==> config.mk <==
export PLATFORM = sky130hd
export DESIGN_NAME = sprite_motion_ctrl
export DESIGN_NICKNAME = d
export VERILOG_FILES = /design/src/rtl/sprite_motion_ctrl.sv
export SDC_FILE = /design/constraint.sdc
export NUM_CORES = 1
export LEC_CHECK = 0
export BUFFER_PORTS_ARGS = -buffer_cell sky130_fd_sc_hd__clkbuf_2
export CELL_PAD_IN_SITES_DETAIL_PLACEMENT = 1
export CELL_PAD_IN_SITES_GLOBAL_PLACEMENT = 2
export CORE_AREA = 5 5 168 170
export DETAILED_ROUTE_END_ITERATION = 8
export DIE_AREA = 0 0 173 175
export PLACE_DENSITY = 0.88
export REMOVE_ABC_BUFFERS = 1
export SLEW_MARGIN = 10
export SYNTH_ARGS = -nofsm -noshare
export SYNTH_HDL_FRONTEND = slang
export SYNTH_SLANG_ARGS = --single-unit
==> constraint.sdc <==
create_clock -name clk -period 10 [get_ports clk]
set_input_delay 1.5 -clock clk [delete_from_list [all_inputs] [get_ports clk]]
set_output_delay 1.5 -clock clk [all_outputs]
set_load 0.01 [all_outputs]
==> src/rtl/sprite_motion_ctrl.sv <==
// Per-frame sprite motion controller.
// On each vsync falling edge every sprite is stepped by its signed velocity and
// bounced off the screen edges, one sprite per clock. The new positions are then
// published to the renderers in a single cycle, so a renderer never sees a half-updated frame.
//
// state      | meaning
// -----------+----------------------------------------------------------
// ST_IDLE    | waiting for a frame edge; config writes accepted
// ST_UPDATE  | stepping sprite idx through position/velocity update
// ST_PUBLISH | copying working positions/bounce to outputs, frame_done
module sprite_motion_ctrl #(
   parameter int N_SPRITES = 4,
   parameter int SCREEN_W  = 640,
   parameter int SCREEN_H  = 480,
   parameter int SPRITE_W  = 32,
   parameter int SPRITE_H  = 32,
   localparam int IW       = $clog2(N_SPRITES)
) (
   input  logic                   clk,
   input  logic                   reset,
   input  logic                   vsync,
   input  logic                   enable,
   input  logic                   cfg_we,
   input  logic [IW-1:0]          cfg_idx,
   input  logic [9:0]             cfg_x,
   input  logic [9:0]             cfg_y,
   input  logic [3:0]             cfg_vx,
   input  logic [3:0]             cfg_vy,
   output logic                   cfg_ready,
   output logic [10*N_SPRITES-1:0] sprite_x_flat,
   output logic [10*N_SPRITES-1:0] sprite_y_flat,
   output logic [N_SPRITES-1:0]   bounce,
   output logic                   busy,
   output logic                   frame_done
);

   localparam logic        [9:0]  X_MAX   = 10'(SCREEN_W - SPRITE_W);
   localparam logic        [9:0]  Y_MAX   = 10'(SCREEN_H - SPRITE_H);
   localparam logic signed [10:0] X_MAX_S = 11'(SCREEN_W - SPRITE_W);
   localparam logic signed [10:0] Y_MAX_S = 11'(SCREEN_H - SPRITE_H);

   typedef enum logic [1:0] {
      ST_IDLE    = 2'd0,
      ST_UPDATE  = 2'd1,
      ST_PUBLISH = 2'd2
   } state_t;

   state_t state, state_nxt;

   logic [IW-1:0] idx;
   logic          vs_d;
   logic          frame_edge;
   logic          frame_start;
   logic          last_idx;
   logic          cfg_hit;

   logic [9:0] x_w   [N_SPRITES];
   logic [9:0] y_w   [N_SPRITES];
   logic [3:0] vx_w  [N_SPRITES];
   logic [3:0] vy_w  [N_SPRITES];
   logic [9:0] x_pub [N_SPRITES];
   logic [9:0] y_pub [N_SPRITES];
   logic [N_SPRITES-1:0] bounce_w;

   logic signed [10:0] sx, sy;
   logic [9:0] x_nxt, y_nxt;
   logic [3:0] vx_nxt, vy_nxt;
   logic       bx, by;

   logic [9:0] cfg_x_c, cfg_y_c;
   logic [3:0] cfg_vx_c, cfg_vy_c;

   assign frame_edge  = vs_d & ~vsync;
   assign frame_start = frame_edge & enable & (state == ST_IDLE);
   assign last_idx    = (idx == IW'(N_SPRITES - 1));
   assign cfg_hit     = cfg_we & cfg_ready & ({1'b0, cfg_idx} < (IW+1)'(N_SPRITES));

   // State register.
   always_ff @(posedge clk) begin
      if (reset) state <= ST_IDLE;
      else       state <= state_nxt;
   end

   // Next-state logic; frame edges outside IDLE are dropped, not queued.
   always_comb begin
      state_nxt = state;
      case (state)
         ST_IDLE:    if (frame_edge && enable) state_nxt = ST_UPDATE;
         ST_UPDATE:  if (last_idx)             state_nxt = ST_PUBLISH;
         ST_PUBLISH: state_nxt = ST_IDLE;
         default:    state_nxt = ST_IDLE;
      endcase
   end

   // FSM status outputs.
   always_comb begin
      busy      = (state != ST_IDLE);
      cfg_ready = (state == ST_IDLE);
   end

   // Step the current sprite: signed add, then clamp and reflect at either edge.
   always_comb begin
      sx     = $signed({1'b0, x_w[idx]}) + $signed({{7{vx_w[idx][3]}}, vx_w[idx]});
      sy     = $signed({1'b0, y_w[idx]}) + $signed({{7{vy_w[idx][3]}}, vy_w[idx]});
      x_nxt  = sx[9:0];
      vx_nxt = vx_w[idx];
      bx     = 1'b0;
      y_nxt  = sy[9:0];
      vy_nxt = vy_w[idx];
      by     = 1'b0;
      if (sx[10]) begin
         x_nxt = '0;    vx_nxt = -vx_w[idx]; bx = 1'b1;
      end else if (sx > X_MAX_S) begin
         x_nxt = X_MAX; vx_nxt = -vx_w[idx]; bx = 1'b1;
      end
      if (sy[10]) begin
         y_nxt = '0;    vy_nxt = -vy_w[idx]; by = 1'b1;
      end else if (sy > Y_MAX_S) begin
         y_nxt = Y_MAX; vy_nxt = -vy_w[idx]; by = 1'b1;
      end
   end

   // Sanitise config values: clamp positions on screen, and store -8 as -7 so that negating the velocity cannot overflow.
   always_comb begin
      cfg_x_c  = (cfg_x > X_MAX) ? X_MAX : cfg_x;
      cfg_y_c  = (cfg_y > Y_MAX) ? Y_MAX : cfg_y;
      cfg_vx_c = (cfg_vx == 4'b1000) ? 4'b1001 : cfg_vx;
      cfg_vy_c = (cfg_vy == 4'b1000) ? 4'b1001 : cfg_vy;
   end

   // Datapath: edge detect, config writes, per-sprite update, atomic publish.
   always_ff @(posedge clk) begin
      if (reset) begin
         vs_d       <= 1'b1;
         idx        <= '0;
         bounce_w   <= '0;
         bounce     <= '0;
         frame_done <= 1'b0;
         for (int i = 0; i < N_SPRITES; i++) begin
            x_w[i]   <= '0;
            y_w[i]   <= '0;
            vx_w[i]  <= '0;
            vy_w[i]  <= '0;
            x_pub[i] <= '0;
            y_pub[i] <= '0;
         end
      end else begin
         vs_d       <= vsync;
         frame_done <= 1'b0;
         if (cfg_hit) begin
            x_w[cfg_idx]   <= cfg_x_c;
            y_w[cfg_idx]   <= cfg_y_c;
            vx_w[cfg_idx]  <= cfg_vx_c;
            vy_w[cfg_idx]  <= cfg_vy_c;
            x_pub[cfg_idx] <= cfg_x_c;
            y_pub[cfg_idx] <= cfg_y_c;
         end
         if (frame_start) begin
            idx      <= '0;
            bounce_w <= '0;
         end
         if (state == ST_UPDATE) begin
            x_w[idx]      <= x_nxt;
            y_w[idx]      <= y_nxt;
            vx_w[idx]     <= vx_nxt;
            vy_w[idx]     <= vy_nxt;
            bounce_w[idx] <= bx | by;
            if (!last_idx) idx <= idx + 1'b1;
         end
         if (state == ST_PUBLISH) begin
            x_pub      <= x_w;
            y_pub      <= y_w;
            bounce     <= bounce_w;
            frame_done <= 1'b1;
         end
      end
   end

   for (genvar g = 0; g < N_SPRITES; g++) begin : g_flat
      assign sprite_x_flat[10*g +: 10] = x_pub[g];
      assign sprite_y_flat[10*g +: 10] = y_pub[g];
   end

endmodule

==> metrics <==
total CTS buffers 24; Clock Skews 0.007828 ns; vias in the first global route 9488; number of setup buffers added after CTS 0; Worst VDD drop 0.1158 mV; critical path endpoint category flop; Worst-Margin Slew 1.134 ns; Synth Area in XOR/XNOR 1.119%; Final setup viols 0; most frequent cells in the layout 203 x nor2_1, 173 x dfxtp_1, 120 x clkbuf_2; RSZ-0062 raised after global routing no; global route overflow 0; CTS tree built; flip-flop and latch area 4446 um^2; nets@finish 1261; worst stage delay on the critical path 0.74 ns; clock root buffer clkbuf_16; post-synthesis register bit count 206; main combinational cell family by area after synthesis compound AO/OA/AOI/OAI gates; pre-CTS setup slack 4.947 ns; pin count of the biggest net entering global routing 89; async set-reset flop share out of synthesis 0%; antenna violations before repair 1; CTS Buffer Depth 3; Iter 0 DRT Violations 698; final hold vios 0; Crit path arrival time 5.31 ns; switching share of power 26.67%; CORE AREA 26580 um^2; Post-synth EDFFs 32; first-pass GRT wire length 55.39 mm; worst path bufs/invs 1; Crit path max-delay family compound AO/OA/AOI/OAI gates; max-cap check violation count 0; Vert. Die Dim 175 um; Adder-Cell Fraction of Synth Area 3.592%; layout cells sized above 1 18.59%; DRT Pass-1 Iters 5; die area 30280 um^2; Worst Slack Setup Final 4.923 ns; cts hold-fix bufs 0; status completed; vias per cell 5.974; row cnt 60; post-cts sizing count 0; Crit path required time 10.23 ns; static leakage 0.004474 uW; diode count 0; Post-Synthesis Cells 1115; Layout area overhead 17.37%; Synth Area in Compound Gates 23.00%; final wirelength 35.68 mm; min-delay worst type flop to flop; Seq/Total Area, Yosys 43.69%; Cell variety after synth 60; most common cell after layout, fill and taps aside nor2_1; gp weighted congestion 0.8267; I/O Pins 122; mux cell area share after synthesis 7.663%; Crit-path slowest cell mux4_2; Port Buffer Count 121; CP Class flop to flop; Initial Util 38.28%; sw power 581.6 uW; Die Span X 173 um; synthesized area 10170 um^2; H-tree depth 1; area of the multi-input gates 5355 um^2; Slew HR 24.10%; GRT Total Usage 22.66%; clock sinks 206; YS warnings 0; Final Core Density 44.92%; Fin Setup TNS 0 ns; Detailed Place HPWL 24.42 mm; crit-path max FO 22; share of the clock period used by the worst path 50.77%; sequential share of power 41.2%; Primary FF master, synth dfxtp_1; Post-DRT Antenna Nets 0; crit-path cells buf_4, mux4_2, ha_1, or2_0, or3_1, o211ai_2, nor3b_1, a311oi_4, o311a_1, mux2i_1, a21oi_1; PD cells 182.7 nW/um^2; via count 9302; worst hold slack 0.4581 ns; Worst-path clk slew 0.06 ns; Fill cells 3096; internal power 1599 uW; Slew Limit Fails 0; clock share of power 44.8%; Post-Syn Area per Cell 9.123 um^2; Max Fclk 197.0 MHz; logic gate share of total power 14.0%; flop2flop setup slack 4.92 ns; Skew-Pair Late Insertion Delay 0.52 ns; DRC 0; minimum clock period 5.077 ns; simple-gate share of the synthesized area 17.10%; startpoint types flop; Routed wire per std cell 22.91 um
[power groups by stage]
stage                     combinational, uW  sequential (uW)  clock, uW
final                                   306              898        977
after global routing                    335              900       1030
after CTS                               306              897        991
after detailed placement                302              915          0
after global placement                  296              914          0
after floorplan                         188              914          0
[cells by family (layout without fill, tap and decap cells)]
| logic type | count (synthesis) | count (layout) |
|---|---|---|
| xor gates and xnor gates | 13 | 13 |
| muxes | 42 | 42 |
| DFF | 206 | 206 |
| adders and majority gates | 28 | 28 |
| AOI/OAI and AO/OA | 327 | 327 |
| buffers and inverters | 103 | 204 |
| and+or+nand+nor | 396 | 396 |
[cell type report]
class / count / area share (%)
well taps: 341 / 3.574
flip-flops and latches: 206 / 37.24
clock inverters: 12 / 1.341
clock buffers: 32 / 6.141
multi-input cells: 806 / 44.85
inverters: 23 / 0.7231
repair buffers: 137 / 6.131
[sequential cells by signal, summed over array words and instances (netlist names), 4 cells and up]
| signal | flops |
|---|---|
| vx_w | 16 |
| y_w | 40 |
| bounce_w | 4 |
| sprite_y_flat | 40 |
| x_w | 40 |
| bounce | 4 |
| sprite_x_flat | 40 |
| vy_w | 16 |
[final timing paths]
kind                                start          to  depth (start not counted)
worst max register to register     idx[0]  vy_w[2][3]                         11
worst min-delay path            bounce[2]   bounce[2]                          2
worst min register to register  bounce[2]   bounce[2]                          2
worst max-delay path               idx[0]  vy_w[2][3]                         11
[routing by layer]
layer / global-route usage (%) / share of wire [%] / wire length, um
met1: 30.25 / 44 / 15850
met2: 39.33 / 49 / 17370
met3: 3.072 / 4.7 / 1677
met4: 5.055 / 2.2 / 777
met5: 0 / 0 / 0
[cell usage after synthesis, types with 5 or more instances]
library cell  number  area [um^2]
dfxtp_1          174         3483
o21ai_0           15        75.07
a21oi_1           80        400.4
nand2_1           90        337.8
and2_1            10        62.56
a211oi_1         107        803.3
ha_1              26        325.3
xor2_1             5        43.79
a21o_1             5        37.54
a22oi_1            7        52.55
nor3b_1            6        45.04
nand3_1           12        60.06
edfxtp_1          32        960.9
a31oi_1           14        87.58
inv_1             23        86.33
xnor2_1            8        70.07
mux2i_1            7        70.07
nor2_1           206        773.2
or3_1              8        50.05
nor4b_1            5        43.79
nor3_1            14        70.07
mux4_2            28        630.6
nor2b_1            7        43.79
mux2_2             7        78.83
clkbuf_1          75        281.5
a221oi_1          69        604.3
nand2b_1          21        131.4
[worst reg2reg max path, stage by stage (launching register included)]
cell      delay (ns)
dfxtp_2         0.53
buf_4           0.53
mux4_2          0.77
ha_1            0.32
or2_0           0.25
or3_1           0.39
o211ai_2        0.22
nor3b_1         0.11
a311oi_4        0.49
o311a_1         0.60
mux2i_1         0.43
a21oi_1         0.14
[stage by stage]
stage / total power [uW] / std cells / cell area [um^2]
floorplan: 1102 / 1035 / 9868
global placement: 1210 / 1513 / 11050
detailed placement: 1217 / 1513 / 11050
CTS: 2194 / 1557 / 11940
global route: 2266 / 1557 / 11940
finish: 2181 / 1557 / 11940
Power figures use the tool's default switching activity.
